<file path="src/rtl/pipe_hazard_ctrl.sv">
// Central pipeline sequencer: load-use, redirect and memory-wait control
// with boot hold, watchdog halt and saturating stall/flush counters.
module pipe_hazard_ctrl #(
  parameter int BOOT_CYCLES = 4,
  parameter int MAX_WAIT    = 64,
  parameter int CNT_W       = 16
) (
  input  logic             clk,
  input  logic             rst_n,
  input  logic             MemRead_ex,
  input  logic [4:0]       rdAddr_ex,
  input  logic [4:0]       rs1Addr_id,
  input  logic [4:0]       rs2Addr_id,
  input  logic             Branch,
  input  logic             Jump,
  input  logic             mem_req,
  input  logic             mem_ready,
  output logic             PCWrite,
  output logic             pc_sel,
  output logic             IFWrite,
  output logic             IFID_flush,
  output logic             IDEX_flush,
  output logic             EXMEM_write,
  output logic             MEMWB_bubble,
  output logic             Stall,
  output logic             halted,
  output logic [CNT_W-1:0] stall_count,
  output logic [CNT_W-1:0] flush_count
);

  localparam int BW = (BOOT_CYCLES > 1) ? $clog2(BOOT_CYCLES) : 1;
  localparam int WW = $clog2(MAX_WAIT);
  localparam logic [BW-1:0] BOOT_LAST = BW'(BOOT_CYCLES - 1);
  localparam logic [WW-1:0] WAIT_LAST = WW'(MAX_WAIT - 1);

  typedef enum logic [1:0] {
    S_BOOT,
    S_RUN,
    S_MWAIT,
    S_HALT
  } state_e;

  state_e           state_q, state_d;
  logic [BW-1:0]    boot_cnt_q, boot_cnt_d;
  logic [WW-1:0]    wait_cnt_q, wait_cnt_d;
  logic             halted_q, halted_d;
  logic [CNT_W-1:0] stall_cnt_q, stall_cnt_d;
  logic [CNT_W-1:0] flush_cnt_q, flush_cnt_d;

  logic lu, redir, mstall;
  logic stall_inc, flush_inc;

  assign lu     = MemRead_ex & (rdAddr_ex != '0) &
                  ((rdAddr_ex == rs1Addr_id) | (rdAddr_ex == rs2Addr_id));
  assign redir  = Branch | Jump;
  assign mstall = mem_req & ~mem_ready;

  always_comb begin
    PCWrite      = 1'b0;
    pc_sel       = 1'b0;
    IFWrite      = 1'b0;
    IFID_flush   = 1'b0;
    IDEX_flush   = 1'b0;
    EXMEM_write  = 1'b1;
    MEMWB_bubble = 1'b0;
    Stall        = 1'b0;
    state_d      = state_q;
    boot_cnt_d   = boot_cnt_q;
    wait_cnt_d   = wait_cnt_q;
    halted_d     = halted_q;
    stall_inc    = 1'b0;
    flush_inc    = 1'b0;
    unique case (state_q)
      S_BOOT: begin
        IFID_flush   = 1'b1;
        IDEX_flush   = 1'b1;
        MEMWB_bubble = 1'b1;
        boot_cnt_d   = boot_cnt_q + 1'b1;
        if (boot_cnt_q == BOOT_LAST) state_d = S_RUN;
      end
      S_RUN, S_MWAIT: begin
        if (mstall) begin
          EXMEM_write  = 1'b0;
          MEMWB_bubble = 1'b1;
          if (wait_cnt_q == WAIT_LAST) begin
            state_d  = S_HALT;
            halted_d = 1'b1;
          end else begin
            state_d    = S_MWAIT;
            wait_cnt_d = wait_cnt_q + 1'b1;
          end
        end else begin
          state_d    = S_RUN;
          wait_cnt_d = '0;
          if (lu) begin
            // redirect waits: branch operands are stale behind the load
            IDEX_flush = 1'b1;
            Stall      = 1'b1;
            stall_inc  = 1'b1;
          end else if (redir) begin
            PCWrite    = 1'b1;
            pc_sel     = 1'b1;
            IFWrite    = 1'b1;
            IFID_flush = 1'b1;
            flush_inc  = 1'b1;
          end else begin
            PCWrite = 1'b1;
            IFWrite = 1'b1;
          end
        end
      end
      S_HALT: begin
        EXMEM_write = 1'b0;
      end
      default: state_d = S_HALT;
    endcase
    stall_cnt_d = (stall_inc && !(&stall_cnt_q)) ? stall_cnt_q + 1'b1
                                                 : stall_cnt_q;
    flush_cnt_d = (flush_inc && !(&flush_cnt_q)) ? flush_cnt_q + 1'b1
                                                 : flush_cnt_q;
  end

  always_ff @(posedge clk or negedge rst_n) begin
    if (!rst_n) begin
      state_q     <= S_BOOT;
      boot_cnt_q  <= '0;
      wait_cnt_q  <= '0;
      halted_q    <= 1'b0;
      stall_cnt_q <= '0;
      flush_cnt_q <= '0;
    end else begin
      state_q     <= state_d;
      boot_cnt_q  <= boot_cnt_d;
      wait_cnt_q  <= wait_cnt_d;
      halted_q    <= halted_d;
      stall_cnt_q <= stall_cnt_d;
      flush_cnt_q <= flush_cnt_d;
    end
  end

  assign halted      = halted_q;
  assign stall_count = stall_cnt_q;
  assign flush_count = flush_cnt_q;

endmodule

</file>
<file path="config.mk">
export PLATFORM = sky130hd
export DESIGN_NAME = pipe_hazard_ctrl
export DESIGN_NICKNAME = d
export VERILOG_FILES = /design/src/rtl/pipe_hazard_ctrl.sv
export SDC_FILE = /design/constraint.sdc
export NUM_CORES = 1
export LEC_CHECK = 0
export ABC_AREA = 1
export CAP_MARGIN = 20
export CORE_AREA = 2 2 75 77
export CTS_CLUSTER_DIAMETER = 30
export DETAILED_ROUTE_END_ITERATION = 8
export DIE_AREA = 0 0 77 79
export GPL_ROUTABILITY_DRIVEN = 0
export HOLD_SLACK_MARGIN = 0.15
export PLACE_DENSITY = 0.84
export SKIP_CTS_REPAIR_TIMING = 1
export SLEW_MARGIN = 0
export SYNTH_ARGS = -nofsm -noshare
export SYNTH_HDL_FRONTEND = slang
export SYNTH_SLANG_ARGS = --single-unit
export TNS_END_PERCENT = 10
</file>
<file path="constraint.sdc">
create_clock -name clk -period 5.7 [get_ports clk]
set_clock_uncertainty 0.1 [all_clocks]
set_input_delay 1.14 -clock clk [delete_from_list [all_inputs] [get_ports clk]]
set_output_delay 1.14 -clock clk [all_outputs]
set_load 0.05 [all_outputs]
</file>
Yosys cells after proc, flatten, opt, wreduce, memory -nomap -nowiden. Cells that the tools add are included.

Register bits: 43. Word-level logic and storage cells: 60.

$add $sub $neg: 4. Eq/ne operators: 9. Multiplexer cells: 22. Bitwise logic cells: 6. Reduce and logical (&&, ||, !) cells: 13.

Operators with widths (number): $add 16x1->16 const B (2); $reduce_and 16->1 (2); $mux 1 (13); $mux 6 (2); $eq 5x5->1 (2); $pmux 1 s2 (4); $add 6x1->6 const B (1); $eq 2x2->1 const B (3); $eq 6x6->1 const B (1); $reduce_bool 5->1 (1); $mux 2 (2); $ne 2x2->1 const B (2); $pmux 2 s2 (1); $reduce_and 2->1 (2); $and 1x1->1 (3); $reduce_and 3->1 (1); $add 2x1->2 const B (1); $eq 2x1->1 const B (1); $logic_and 1x1->1 (2); $logic_not 1->1 (2); $logic_not 2->1 (1); $or 1x1->1 (2); $reduce_bool 2->1 (1); $reduce_or 2->1 (1); $not 1->1 (1).

Logic depth before layout (Yosys ltp).
Depth in word-level cells: 7. Mapped depth: 12. Mapped depth without buffers: 11.

Least setup slack after synthesis. Ideal clock, no wire load.

Kind: input port to output port. Start point: input rdAddr_ex[1]. End point: output IFID_flush. Arrival time: 2601 ps. Path slack: 1859 ps. Stages: 7. Buffers on the path: 0. Path through: inv_1 nand4_1 o21ai_0 inv_1 a21oi_4 nand2_1 a21oi_1.

Cells in the longest elaborated chain, start to end: 6.

RTL lines: from (decl) (RTL line 11) `input logic [4:0] rdAddr_ex,`; $eq 5x5->1 / $reduce_bool 5->1 (equally long branches) (RTL line 54, 53); $or 1x1->1 / $and 1x1->1 (equally long branches) (RTL line 54, 53); $and 1x1->1 * (RTL line 53) `assign lu = MemRead_ex & (rdAddr_ex != '0) &`; $mux 1 * (RTL line 95) `if (lu) begin`; $mux 1 * (RTL line 82) `if (mstall) begin`; $pmux 1 s2 * (RTL line 73) `unique case (state_q)`; to (decl) (RTL line 21) `output logic IFID_flush,`.

Mark *: on every way between the ends. The rest lies on a longest branch, timed or not.

Final worst setup path.
Start point: input rdAddr_ex[4]. End point: output IDEX_flush.

Cells in the longest elaborated chain, start to end: 6.

RTL lines: $eq 5x5->1 / $reduce_bool 5->1 (equally long branches) (RTL line 54, 53); $or 1x1->1 / $and 1x1->1 (equally long branches) (RTL line 54, 53); $and 1x1->1 * (RTL line 53); $mux 1 * (RTL line 95); $mux 1 * (RTL line 82); $pmux 1 s2 * (RTL line 73); to (decl) (RTL line 22) `output logic IDEX_flush,`.

Marks and branches as above.

==> results.env <==
MIN_CLOCK_PERIOD_POST_ROUTE_NS=4.58
AREA_GROWTH_SYN_TO_LAYOUT_PCT=27.0
WORSTSKEWPAIRLATENCY_NS=0.29
WORSTMARGINPINSLEW_NS=0.941
POST-ROUTE-DRC-COUNT=0
IO_PINS=63
WS_PATH_TYPE='in -> out'
CRIT_ARRIVAL_NS=3.34
FP.DIEW_UM=77
HTREEDEPTH=2
WORST_PATH_DOMINANT_CELL_FAMILY='buffers and inverters'
TOTAL_LEAKAGE_POWER_nW=1.66
MAPPEDNETLISTNETS=406
DR.PASS1.ITERS=4
TIMING.CRITICAL_PATH.FROM_TYPE='input port'
TRACK_USAGE_PCT=22.2
CRITPATHBUFINV=3
WORST_SETUP_SLACK_BEFORE_CLOCK_TREE_SYNTHESIS_NS=1.14
FINAL.PERIOD_UTILIZATION_PCT=80.4
FLOORPLAN.INITIALDENSITY_PCT=52.3
CRIT_CELLS=10
CLOCK.FMAX_GHz=0.218
YOSYS_WARNINGS=0
POWER_DENSITY_mW_PER_MM2=158
SYNTH-SEQ-AREA-SHARE_PCT=38.6
CAP_VIOL_MAX_COUNT=0
WIRE_LENGTH_OF_THE_FIRST_GLOBAL_ROUTING_PASS_MM=11.0
FINALMAXSLEWVIOLATIONS=0
DP.CELLS=504
SYNTH.AVG_CELL_AREA_UM2=7.38
HOLD_PATH_DEPTH=1
PLACEMENT.IO_BUFFERS=62
GRT_ANTENNA_BEFORE_REPAIR=0
FP.DIEAREA_MM2=0.00608
SYNTH_SEQ_CELLS=43
DPL_CELL_AREA_MM2=0.00344
CLOCK_TREE_FROM_TRITONCTS='done'
CRITICAL_PATH.ENDPOINT_TYPE='primary output'
OUTCOME='complete, no violations'
GRT_PASS1_VIAS=2618
SLEW-LIMIT-HEADROOM_PCT=37.3
FLOORPLAN_CORE_AREA_MM2=0.00534
TOP_FANOUT_VALUE_ON_THE_CRITICAL_PATH=4
DETAIL_ROUTE.ITER0.VIOLATIONS=117
DRT-WIRELENGTH-PER-CELL_UM=12.4
FINAL_ANTENNA_NET_COUNT=0
YS_TYPES=32
DP_HPWL_MM=4.79
DIE-HEIGHT_UM=79
REPORT.FINAL.SETUP_VIOL=0
RSZ0062_AT_GRT='false'
ROUTED_VIAS=2636
CPMAXSTAGEDELAYCELL='sky130_fd_sc_hd__clkdlybuf4s50_1'
FINAL_CRITICAL_PATH_SETUP_SLACK_NS=1.12
SETUP_TOTAL_NEGATIVE_SLACK_NS=0
PATH_CELLS='clkdlybuf4s50_1 > inv_2 > nand2_1 > nand2_1 > nor2_1 > nand3_1 > nand2_2 > nand3_1 > a21oi_1 > clkdlybuf4s50_1'
GRT_OVERFLOW=0
NETS=467
GRT_MAX_DEGREE=44
CTS-BUFFERS-INSERTED=5
TOTAL_INSERTED_ANTENNA_CELLS=0
POST_DR_VIAS_CELL=5.15
FINAL_DESIGN_AREA_NO_FILL_MM2=0.00354
HOLDCRITPATHCLASS='reg -> reg'
CP_DATA_REQUIRED_TIME_NS=4.46
CTS_ROOT_BUF='sky130_fd_sc_hd__clkbuf_8'
FINALHOLDVIOLCOUNT=0
NUM_ROWS=27
CLKSINKCOUNT=43
FINISH.CELL_COUNT_WITHOUT_FILLERS=512
VDD_IR_DROP_MAX_V=0.000113
SHARE_OF_POST_ROUTE_CELLS_WITH_DRIVE_STRENGTH_ABOVE_1_PCT=5.91
DETAIL_ROUTE.WIRELENGTH_MM=6.35
CLK_PATH_BUF_DEPTH=2
SYNTHESIS.INSTANCES=378
TIMING.CRITICAL_PATH.SLOWEST_CELL_DELAY_NS=0.83
NETLIST_AREA_MM2=0.00279
RR_WORST_DEPTH=9
CLK_PIN_SLEW_NS=0.07
==> cells in the mapped netlist, drive strengths merged <==
cell | instances | share of area (%)
o21a | 1 | 0.27
clkbuf | 1 | 0.13
nand2 | 136 | 18
o21bai | 1 | 0.27
xnor2 | 19 | 6.0
nor2 | 36 | 5.6
o21ai | 11 | 2.0
dfrtp | 43 | 39
nand4 | 21 | 5.8
inv | 44 | 5.9
nor3 | 7 | 1.4
or2 | 1 | 0.22
a21oi | 7 | 1.8
a22o | 1 | 0.31
o22ai | 2 | 0.45
xor2 | 15 | 4.7
buf | 8 | 2.0
ha | 6 | 2.7
nand3 | 18 | 3.4
==> layout make-up <==
class                   count  area (µm²)
well taps                  72        90.1
inverters                  44         165
multi-input cells         282        1490
fillers                   492        1800
repair buffers             63         623
clock buffers               8         100
flip-flops and latches     43        1080
==> layer usage <==
layer	part of all wire [%]	global-route usage (%)
met1	43	26.1
met2	51	40.7
met3	4.5	3.64
met4	1.4	8.39
met5	0	0
==> final timing paths <==
path                                start              end  slack, ns
setup / recovery             rdAddr_ex[4]       IDEX_flush       1.12
hold / removal              boot_cnt_q[0]    boot_cnt_q[0]       0.38
setup reg to reg           stall_count[0]  stall_count[15]       3.47
hold reg to reg             boot_cnt_q[0]    boot_cnt_q[0]       0.38
max in group asynchronous           rst_n   stall_count[1]       4.02
min in group asynchronous           rst_n   flush_count[1]       0.88
==> where the power goes <==
part / switching, mW / internal [mW]
Sequential: 0.000950 / 0.306
Combinational: 0.0217 / 0.0190
Clock: 0.100 / 0.111
==> flip-flops by register name, indices dropped and copies added (netlist names) <==
signal	flops
boot_cnt_q	2
flush_count	16
halted	1
stall_count	16
state_q	2
wait_cnt_q	6
==> kinds of logic (layout without fill, tap and decap cells) <==
family / count (synthesis) / count (layout) / share of synthesized area [%]
simple gates: 219 / 219 / 34.9
buf+inv: 53 / 115 / 8.07
flops: 43 / 43 / 38.6
xor+xnor: 34 / 34 / 10.7
compound gates: 23 / 23 / 5.07
fa+ha+maj: 6 / 6 / 2.69
==> layout by cell type (no fill, tap or decap), drive strengths merged <==
cell and count:
xor2 15, inv 44, o21ai 11, nor2 36, ha 6, clkdlybuf4s50 61
o21a 1, or2 1, dfrtp 43, buf 2, xnor2 19, a21oi 7
o22ai 2, clkbuf 8, a22o 1, nand2 136, nand3 18, nand4 21
o21bai 1, nor3 7
==> per-stage QoR <==
stage / utilization [%] / power (mW) / hold slack [ns]
global placement: 64.5 / 0.353 / 0.358
CTS: 66.4 / 0.567 / 0.383
finish: 66.4 / 0.558 / 0.377
detailed placement: 64.5 / 0.354 / 0.365
global route: 66.4 / 0.583 / 0.401
floorplan: - / 0.329 / 0.345
(Power assumes the default switching activity.)
